## config.mk

```make
export PLATFORM = sky130hd
export DESIGN_NAME = cv32e41s_rvfi_data_sched
export DESIGN_NICKNAME = d
export VERILOG_FILES = /design/src/rtl/cv32e41s_rvfi_data_sched.sv
export SDC_FILE = /design/constraint.sdc
export NUM_CORES = 1
export LEC_CHECK = 0
export ABC_AREA = 1
export CAP_MARGIN = 30
export CORE_AREA = 3 3 133 264
export CTS_BUF_LIST = sky130_fd_sc_hd__clkbuf_16
export DETAILED_ROUTE_END_ITERATION = 8
export DIE_AREA = 0 0 136 267
export PLACE_DENSITY = 0.89
export SETUP_SLACK_MARGIN = 0.02
export SLEW_MARGIN = 20
export SYNTH_ARGS = -nofsm -noshare
export SYNTH_HDL_FRONTEND = slang
export SYNTH_SLANG_ARGS = --single-unit
```

## constraint.sdc

```tcl
create_clock -name clk -period 12.8 [get_ports clk]
set_clock_uncertainty 0.2 [all_clocks]
set_input_delay 1.28 -clock clk [delete_from_list [all_inputs] [get_ports clk]]
set_output_delay 1.28 -clock clk [all_outputs]
set_load 0.02 [all_outputs]
```

## src/rtl/cv32e41s_rvfi_data_sched.sv

```systemverilog
// RVFI data-memory scheduler: queues write-buffer transactions and releases each
// retiring LSU instruction's 1- or 2-beat group with write data in memory byte order.
module cv32e41s_rvfi_data_sched #(
  parameter int DEPTH = 4
) (
  input  logic                         clk,
  input  logic                         rst,
  input  logic                         trans_valid_i,
  input  logic [31:0]                  trans_addr_i,
  input  logic                         trans_we_i,
  input  logic [3:0]                   trans_be_i,
  input  logic [31:0]                  trans_wdata_i,
  input  logic                         trans_last_i,
  input  logic                         retire_i,
  input  logic                         flush_i,
  output logic                         out_valid_o,
  output logic [1:0]                   out_cnt_o,
  output logic [63:0]                  out_addr_o,
  output logic [1:0]                   out_we_o,
  output logic [7:0]                   out_be_o,
  output logic [63:0]                  out_wdata_o,
  output logic [$clog2(DEPTH+1)-1:0]   level_o,
  output logic                         full_o,
  output logic                         empty_o,
  output logic                         err_o
);

  localparam int AW = $clog2(DEPTH);
  localparam int LW = $clog2(DEPTH+1);

  typedef struct packed {
    logic [31:0] addr;
    logic        we;
    logic [3:0]  be;
    logic [31:0] wdata;
    logic        last;
  } entry_t;

  entry_t        mem [DEPTH];
  entry_t        head0, head1;
  logic [AW-1:0] wptr, rptr, rptr1;
  logic [LW-1:0] level, level_next;
  logic [1:0]    pop_cnt;
  logic          full, push, ovf, ret_err;

  // Rotate right by the byte offset: memory byte i holds LSU lane byte i+offset.
  function automatic logic [31:0] align_wdata(input logic [31:0] wdata, input logic [1:0] off);
    logic [63:0] dbl;
    dbl = {wdata, wdata} >> {off, 3'b000};
    return dbl[31:0];
  endfunction

  // NOTE: every signal assigned in always_comb gets a default first so no latch is inferred.
  always_comb begin
    rptr1   = rptr + AW'(1);
    head0   = mem[rptr];
    head1   = mem[rptr1];
    pop_cnt = 2'd0;
    ret_err = 1'b0;
    if (retire_i) begin
      if (level == '0) begin
        ret_err = 1'b1;
      end else if (head0.last) begin
        pop_cnt = 2'd1;
      end else if (level >= LW'(2)) begin
        pop_cnt = 2'd2;
        ret_err = !head1.last;
      end else begin
        ret_err = 1'b1;
      end
    end
    // Full is judged before this cycle's pop, so a pop never makes room for a same-cycle push.
    full       = (level == LW'(DEPTH));
    push       = trans_valid_i && !full && !flush_i;
    ovf        = trans_valid_i && full && !flush_i;
    level_next = flush_i ? '0 : level + LW'(push) - LW'(pop_cnt);
  end

  // NOTE: sequential state uses non-blocking assignments so all registers update from pre-edge values.
  always_ff @(posedge clk or posedge rst) begin
    if (rst) begin
      wptr        <= '0;
      rptr        <= '0;
      level       <= '0;
      err_o       <= 1'b0;
      out_valid_o <= 1'b0;
      out_cnt_o   <= 2'd0;
      out_addr_o  <= '0;
      out_we_o    <= '0;
      out_be_o    <= '0;
      out_wdata_o <= '0;
    end else begin
      wptr        <= flush_i ? '0 : wptr + AW'(push);
      rptr        <= flush_i ? '0 : rptr + AW'(pop_cnt);
      level       <= level_next;
      err_o       <= err_o | ovf | ret_err;
      out_valid_o <= (pop_cnt != 2'd0);
      out_cnt_o   <= pop_cnt;
      out_addr_o  <= '0;
      out_we_o    <= '0;
      out_be_o    <= '0;
      out_wdata_o <= '0;
      if (pop_cnt != 2'd0) begin
        out_addr_o[31:0]  <= head0.addr;
        out_we_o[0]       <= head0.we;
        out_be_o[3:0]     <= head0.be;
        out_wdata_o[31:0] <= align_wdata(head0.wdata, head0.addr[1:0]);
      end
      if (pop_cnt == 2'd2) begin
        out_addr_o[63:32]  <= head1.addr;
        out_we_o[1]        <= head1.we;
        out_be_o[7:4]      <= head1.be;
        out_wdata_o[63:32] <= align_wdata(head1.wdata, head1.addr[1:0]);
      end
    end
  end

  // NOTE: the storage array is not reset; only pointers and level define which entries are live.
  always_ff @(posedge clk) begin
    if (push) mem[wptr] <= {trans_addr_i, trans_we_i, trans_be_i, trans_wdata_i, trans_last_i};
  end

  assign level_o = level;
  assign full_o  = full;
  assign empty_o = (level == '0);

endmodule

```

Word-level counts from Yosys, hierarchy flattened
Memories as Yosys holds them, arrays and structs flattened.
Index checks and enable logic that the tools add are counted.
{"block": "classes", "add_sub_neg": 5, "magnitude_cmp": 1, "n_eq_ne": 2, "shifts": 2, "muxes": 21, "bitwise": 2, "n_reduce_logical": 9}
{"cell": "32-bit 2-to-1 mux", "count": 4}
{"cell": "64-bit by 5-bit right shift with 32-bit output", "count": 2}
{"cell": "2-bit 2-to-1 mux", "count": 6}
{"cell": "1-bit 2-to-1 mux", "count": 8}
{"cell": "4-bit 2-to-1 mux", "count": 2}
{"cell": "1-bit logical AND", "count": 4}
{"cell": "3-bit by 1-bit adder with 3-bit output", "count": 1}
{"cell": "3-bit equality test (second input constant)", "count": 1}
{"cell": "3-bit by 2-bit >= comparator with 1-bit output (second input constant)", "count": 1}
{"cell": "1-bit zero test", "count": 3}
{"cell": "3-bit zero test", "count": 1}
{"cell": "3-bit 2-to-1 mux", "count": 1}
{"cell": "3-bit by 2-bit subtractor with 3-bit output", "count": 1}
{"cell": "2-bit by 1-bit adder with 2-bit output", "count": 1}
{"cell": "2-bit by 1-bit adder with 2-bit output (second input constant)", "count": 1}
{"cell": "2-bit adder", "count": 1}
{"cell": "2-bit equality test (second input constant)", "count": 1}
{"cell": "1-bit OR", "count": 2}
{"cell": "2-bit nonzero test", "count": 1}
{"block": "totals", "ff_bits": 149, "ram_bits": 280, "out_inout_bits": 147, "wordCells": 53, "n_memories": 1}
{"memory": "mem", "depth": 4, "width": 70, "rd": 2, "rd_clocked_by_memory_dff": 0, "write_ports": 1, "line_no": "39", "source": "entry_t mem [DEPTH];"}

Logic depth before layout (Yosys ltp)
Gate-level depths: netlist (run 1).
An unclocked memory read counts as a cell.
{"block": "depth", "word_depth": 8, "mapped_depth": 14, "depth_no_buf": 13}

Worst setup path after synthesis (run 1)
Ideal clock, no wire load.
{"block": "synth_timing", "path_type": "in2reg", "startpoint": "input port flush_i", "endpoint": "memory mem[0][0] (netlist bit), enable pin", "setup_ps": 584, "arrival_ps": 6295, "required_time_ps": 12016, "setup_slack_ps": 5721, "cell_stages": 3, "n_path_buf": 0, "path_cell_list": "inv_1 > nand3_1 > nor3_1"}
{"block": "synth_via", "elab_chain_cells": 4}
{"item": "from (decl)", "line_no": "15", "source": "input logic flush_i,"}
{"item": "1-bit zero test", "line_no": "74", "source": "push = trans_valid_i && !full && !flush_i;"}
{"item": "1-bit logical AND", "line_no": "74"}
{"item": "1-bit 2-to-1 mux", "line_no": "120", "source": "if (push) mem[wptr] <= {trans_addr_i, trans_we_i, trans_be_i, trans_wdata_i, trans_last_i};"}
{"item": "1-bit 2-to-1 mux (implied by the code)", "line_no": "120"}
{"item": "to (decl)", "line_no": "39"}
No other way between the ends.

Worst setup path in the final report (run 1)
{"block": "layout_timing", "startpoint": "register rptr[0]", "endpoint": "register out_addr_o[31]"}
{"block": "layout_via", "elab_chain_cells": 6}
{"item": "from (decl)", "line_no": "41", "source": "logic [AW-1:0] wptr, rptr, rptr1;"}
{"item": "from (signal assigned)", "line_no": "94", "source": "rptr <= flush_i ? '0 : rptr + AW'(pop_cnt);"}
{"item": "memory read 4 x 70 bit *"}
{"item": "2-bit 2-to-1 mux", "line_no": "63", "source": "end else if (head0.last) begin"}
{"item": "2-bit 2-to-1 mux", "line_no": "61", "source": "if (level == '0) begin"}
{"item": "2-bit 2-to-1 mux", "line_no": "60", "source": "if (retire_i) begin"}
{"item": "2-bit nonzero test", "line_no": "103", "source": "if (pop_cnt != 2'd0) begin"}
{"item": "32-bit 2-to-1 mux *", "line_no": "103"}
{"item": "to (signal assigned)", "line_no": "104", "source": "out_addr_o[31:0] <= head0.addr;"}
{"item": "to (decl)", "line_no": "18", "source": "output logic [63:0] out_addr_o,"}
Mark *: on every way between the ends. The rest lies on a longest branch, timed or not.

==> flow_summary.json, run 1 <==
{
  "status": "finished clean",
  "vias_per_cell": 5.778,
  "place_congestion": 0.9317,
  "drt_wl_total_um": 50410,
  "fin_util": 0.6745,
  "die_w_um": 136,
  "io_buffers": 221,
  "arrival_ns": 4.16,
  "antenna_found_initial": 4,
  "crit_type": "flop to flop",
  "tns_ns": 0,
  "syn-instance-count": 1948,
  "min_period_ns": 3.986,
  "pre_cts_slack_ns": 8.566,
  "hold_path_class": "flop to flop",
  "synth-seq-cells": 429,
  "grt_setup_unrepaired": "false",
  "drc": 0,
  "std_cell_rows": 95,
  "placedCellCount": 2507,
  "grt_pass1_vias": 14860,
  "maxCapViolCount": 0,
  "synthAdderAreaFrac": 0.004365,
  "grt_use_total": 0.2757,
  "postRouteAntennaNets": 0,
  "post-dp-hpwl_um": 32090,
  "cts_buffer_depth": 3,
  "hold_start": "mem[3][68]$_DFFE_PP_",
  "crit_path_top_delay_cell": "dfrtp_4",
  "cts_hold_buf": 0,
  "yosys_warnings": 0,
  "power_density_nw_per_um2": 212.6,
  "numClockSinks": 429,
  "grt_overflow": 0,
  "grt_pass1_wl_um": 77280,
  "max-vdd-ir-drop_mv": 0.1756,
  "netlist-cell-type-count": 34,
  "rr_startpoint": "rptr[0]$_DFF_PP0_",
  "crit_chain": "clkinv_2 -> nand2_1 -> nand3_1 -> nand3_4 -> nand2_4 -> inv_2 -> nor2_1",
  "syn_nets": 2029,
  "die_y_um": 267,
  "area_growth_pct": 19.50,
  "io_pins": 222,
  "max_freq_mhz": 250.9,
  "whs_ns": 0.3645,
  "post_cts_buffers": 0,
  "cp-end-kind": "flop",
  "drive_above_1_share": 0.04902,
  "clockRootBuffer": "clkbuf_16",
  "setup_slack_ns": 8.814,
  "htreeDepth": 2,
  "worstSkewPairLatency_ns": 0.54,
  "avgSynthCellArea_um2": 9.713,
  "wl_per_cell_um": 19.53,
  "dr_total_vias": 14910,
  "synth_compound_area_frac": 0.08431,
  "dieArea_um2": 36310,
  "worst_pin_slew_ns": 0.9048,
  "maxSlewViolCount": 0,
  "p_leak_nw": 9.504,
  "setup.worst_path.start": "rptr[0]$_DFF_PP0_",
  "cts_tree": "built",
  "drt_pass1_iterations": 6,
  "cp.required_ns": 12.98,
  "finalSetupViolations": 0,
  "initial_core_util": 0.5645,
  "fillers": 2441,
  "synth_top_family_by_area": "simple AND/OR/NAND/NOR gates",
  "max_stage_delay_ns": 0.99,
  "numCtsBuffers": 38,
  "final_nets": 2195,
  "finalHoldViolations": 0,
  "finalCritPeriodShare": 0.3114,
  "muxShareOfSynthArea": 0,
  "relSlewSlack": 0.3968,
  "drt_iter0_drc": 1389,
  "worstPathMaxFanout": 77,
  "path_clk_slew_ns": 0.07,
  "post_cts_resize_count": 0,
  "grt_max_degree": 138,
  "start_kind": "flop",
  "synth-seq-area-share": 0.6414,
  "crit_family": "simple AND/OR/NAND/NOR gates",
  "synth_area_um2": 18920,
  "finalNonFillerCells": 2581,
  "yosys.area_share.simple": 0.2174,
  "coreArea_um2": 33520,
  "crit_buf_inv": 2,
  "synthXorXnorAreaFrac": 0.001852
}
-- stage by stage --
stage | total power, W | area (um^2)
5_1_grt | 0.005068 | 22610
3_3_place_gp | 0.003561 | 21260
4_1_cts | 0.004780 | 22520
2_1_floorplan | 0.002993 | 18920
6_report | 0.004807 | 22610
3_5_place_dp | 0.003635 | 21290
-- kinds of logic after synthesis --
family | count (synthesis)
buf+inv | 214
flops | 429
fa+ha+maj | 6
compound gates | 249
simple gates | 1046
xor+xnor | 4
-- final cells by class --
class / instances / area [um^2] / share of cell area
well taps: 436 / 545.5 / 0.02413
repair buffers: 245 / 2469 / 0.1092
clock inverters: 29 / 255.2 / 0.01129
inverters: 95 / 365.4 / 0.01616
diodes: 3 / 7.507 / 0.0003320
multi-input cells: 1305 / 5852 / 0.2588
clock buffers: 39 / 975.9 / 0.04316
flip-flops and latches: 429 / 12140 / 0.5369
-- cells in the final DEF (no fill, tap or decap), types with 2 or more instances in the layout --
master / n
clkdlybuf4s50_1: 221
inv_6: 4
o21ai_0: 61
ha_1: 5
nor2_4: 2
clkinv_1: 6
bufinv_16: 4
nand3_1: 103
nand2_2: 2
buf_12: 2
buf_16: 2
a32o_1: 34
nor3_2: 4
o22ai_1: 68
buf_4: 18
a211oi_1: 34
nor2_2: 2
o21ai_1: 9
inv_1: 92
xnor2_1: 2
edfxtp_1: 280
nor2_1: 275
clkbuf_16: 39
inv_2: 3
xor2_1: 2
dfrtp_1: 148
nand2_1: 654
clkinv_2: 10
diode_2: 3
clkinvlp_4: 4
a31oi_1: 2
a21oi_1: 38
-- per-layer routing --
layer  GRT usage  up-vias  part of all wire  routed length, um
met5           0        -                 0                  0
li1            -     6859                 -                  -
met1      0.2955     7036              0.33              16390
met4      0.1805        0             0.067               3402
met2      0.4978      826              0.53              26880
met3     0.03791      191             0.074               3731
-- worst min-delay path: cells and delay by family, from the launching register on --
| kind | cells | cell delay (ns) |
|---|---|---|
| flops | 1 | 0.35 |
| compound gates | 2 | 0.18 |
-- Yosys cell counts --
cell type	instances	area, um^2
a211oi_1	34	255.2
a21oi_1	38	190.2
a21oi_2	1	8.760
a31oi_1	2	12.51
a32o_1	34	340.3
buf_1	9	33.78
buf_2	64	320.3
buf_4	16	120.1
buf_6	2	22.52
clkbuf_1	28	105.1
clkinv_1	1	3.750
dfrtp_1	149	3729
edfxtp_1	280	8408
fa_1	1	20.02
ha_1	5	62.56
inv_1	89	334.1
inv_2	5	18.77
nand2_1	655	2459
nand2_2	1	6.260
nand2_4	1	11.26
nand3_1	103	515.5
nand3_2	1	10.01
nand3_4	1	17.52
nor2_1	275	1032
nor2_2	2	12.51
nor2_4	2	22.52
nor3_1	4	20.02
o21a_1	1	7.510
o21ai_0	61	305.3
o21ai_1	10	50.05
o22ai_1	68	425.4
or2_1	1	6.260
xnor2_1	2	17.52
xor2_1	2	17.52
-- state kept, by name, indices dropped and copies added, names as in the netlist --
register     cells
err_o            1
level_o          3
mem            280
out_addr_o      64
out_be_o         8
out_cnt_o        2
out_valid_o      1
out_wdata_o     64
out_we_o         2
rptr             2
wptr             2
-- report_power, final --
group          switching, W  internal (W)
Combinational       0.00126      0.000650
Sequential        0.0000972       0.00165
Clock              0.000508      0.000639
Total               0.00187       0.00294
-- worst paths after layout --
check                                      endpoint  slack [ns]  cells after the start
min reg2reg                out_addr_o[30]$_DFF_PP0_        0.36                      2
max                        out_addr_o[31]$_DFF_PP0_        8.81                      7
min in group asynchronous   out_addr_o[2]$_DFF_PP0_        1.05                      2
min                        out_addr_o[30]$_DFF_PP0_        0.36                      2
max in group asynchronous  out_addr_o[33]$_DFF_PP0_       10.02                      3
max reg2reg                out_addr_o[31]$_DFF_PP0_        8.81                      7
Power figures use the tool's default switching activity.
==> run 2: changes to the inputs <==
- CORE_AREA: 3 3 133 264 -> 3 3 134 266
- DIE_AREA: 0 0 136 267 -> 0 0 137 269
- PLACE_DENSITY: 0.89 -> 0.88
- clock period: 12.8 -> 4.2 ns (I/O delays scaled with it)
==> run 2 against run 1 <==
  * First-iteration DRC count down 1.3%
  * Count of clock-buffer cells in the layout up 2
  * Total power grew to 3.0 times the previous value
  * Via count increased by 0.20%
  * Sequential cell count unchanged
  * Final cell count is 0.15% higher
  * Core utilization decreased by 0.43 points
  * Critical path type unchanged
==> flow_summary.json, run 2 (same netlist as run 1, synthesis figures left out) <==
{
  "crit_type": "flop to flop",
  "maxSlewViolCount": 0,
  "cp-end-kind": "flop",
  "cts_hold_buf": 0,
  "final_area_um2": 22630,
  "hold_path_class": "input port to asynchronous set/reset pin",
  "fillers": 2469,
  "layout_common_cells": "654 x nand2_1, 280 x edfxtp_1, 275 x nor2_1, 221 x clkdlybuf4s50_1, 148 x dfrtp_1",
  "grt_pass1_vias": 15080,
  "crit_chain": "inv_4 -> nand3_1 -> nand3_4 -> nand2_4 -> inv_2 -> nor2_1",
  "tns_ns": 0,
  "reg.largest.list": "mem x280, out_addr_o x64, out_wdata_o x64",
  "finalNonFillerCells": 2585,
  "dieArea_um2": 36850,
  "postRouteAntennaNets": 0,
  "register_area_um2": 12140,
  "status": "finished clean",
  "drt_pass1_iterations": 8,
  "setup_slack_ns": 0.9447,
  "place_congestion": 0.8726,
  "maxCapViolCount": 0,
  "multi_input_area_um2": 5877,
  "arrival_ns": 3.43,
  "relSlewSlack": 0.3313,
  "p_leak_nw": 9.530,
  "io_pins": 222,
  "numCtsBuffers": 37,
  "grt_pass1_wl_um": 77160,
  "clockRootBuffer": "clkbuf_16",
  "crit_path_top_delay_cell": "inv_2",
  "max_stage_delay_ns": 0.74,
  "placedCellCount": 2515,
  "cts_tree": "built",
  "final_common_cell": "nand2_1",
  "largest_reg_flops": 280,
  "drt_iter0_drc": 1371,
  "power_w": 0.01456,
  "path_clk_slew_ns": 0.07,
  "worstSkewPairLatency_ns": 0.54,
  "grt_setup_unrepaired": "false",
  "final_nets": 2199,
  "grt_overflow": 0,
  "post_cts_resize_count": 0,
  "wl_per_cell_um": 19.57,
  "finalHoldViolations": 0,
  "worstPathMaxFanout": 56,
  "regMostFlops": "mem",
  "numClockSinks": 429,
  "finalCritPeriodShare": 0.7751,
  "power_density_nw_per_um2": 643.3,
  "drt_wl_total_um": 50590,
  "initial_core_util": 0.5605,
  "placed_area_um2": 21380,
  "r2r_setup_slack_ns": 0.94,
  "post-dp-hpwl_um": 32750,
  "dr_total_vias": 14940,
  "die_w_um": 137,
  "io_buffers": 221,
  "finalSetupViolations": 0,
  "min_period_ns": 3.255,
  "htreeDepth": 2,
  "pre_cts_slack_ns": 0.9969,
  "worst_pin_slew_ns": 1.003,
  "grt_max_degree": 185,
  "r2r-end": "out_addr_o[17]$_DFF_PP0_",
  "std_cell_rows": 95,
  "max_freq_mhz": 307.2,
  "die_y_um": 269,
  "drive_above_1_share": 0.04986,
  "area_growth_pct": 19.59,
  "antenna_found_initial": 4,
  "cp.required_ns": 4.38,
  "reg2reg_depth": 6,
  "cts_buffer_depth": 3,
  "drc": 0,
  "grt_use_total": 0.2733,
  "post_cts_buffers": 0,
  "max-vdd-ir-drop_mv": 0.4139,
  "start_kind": "flop",
  "vias_per_cell": 5.780,
  "coreArea_um2": 33760,
  "rr_startpoint": "rptr[1]$_DFF_PP0_"
}
-- run 2: per-layer routing --
layer,GRT usage,wire length (um),vias to the layer above
met1,0.2760,15750,7026
met2,0.5010,27710,847
met4,0.1801,3064,2
met3,0.05153,4058,207
met5,0,13,-
li1,-,-,6860
-- run 2: final cells by class --
class | instances | share of cell area
clock inverters | 26 | 0.009179
flip-flops and latches | 429 | 0.5366
repair buffers | 250 | 0.1087
multi-input cells | 1305 | 0.2597
clock buffers | 41 | 0.04534
well taps | 436 | 0.02411
diodes | 3 | 0.0003318
inverters | 95 | 0.01609
-- run 2: critical path: cells and delay by family, from the launching register on --
family | cells | cell delay (ns)
simple gates | 4 | 1.19
flops | 1 | 0.41
buf+inv | 2 | 1.22
-- run 2: how the worst max path moves through the flow --
stage               slack, ns                       end                  from  depth (start not counted)
detailed placement        1.0  out_addr_o[30]$_DFF_PP0_              retire_i                          7
floorplan               -0.04       mem[2][0]$_DFFE_PP_  level_o[1]$_DFF_PP0_                          4
finish                   0.94  out_addr_o[17]$_DFF_PP0_     rptr[1]$_DFF_PP0_                          6
global route             0.76     out_be_o[3]$_DFF_PP0_     rptr[1]$_DFF_PP0_                          6
global placement         1.06  out_addr_o[30]$_DFF_PP0_              retire_i                          7
CTS                      0.97     out_be_o[3]$_DFF_PP0_     rptr[1]$_DFF_PP0_                          6
-- run 2: power breakdown --
| part | internal, W | switching (W) | leakage, nW |
|---|---|---|---|
| Combinational | 0.00194 | 0.00383 | 4.33 |
| Clock | 0.00195 | 0.00151 | 0.629 |
| Sequential | 0.00504 | 0.000283 | 4.57 |
-- run 2: per-stage QoR --
| step | utilization | hold slack [ns] |
|---|---|---|
| after floorplan | - | 0.2852 |
| after global placement | 0.6334 | 0.3323 |
| after detailed placement | 0.6334 | 0.3238 |
| after CTS | 0.6699 | 0.2928 |
| after global routing | 0.6702 | 0.3095 |
| final | 0.6703 | 0.2556 |
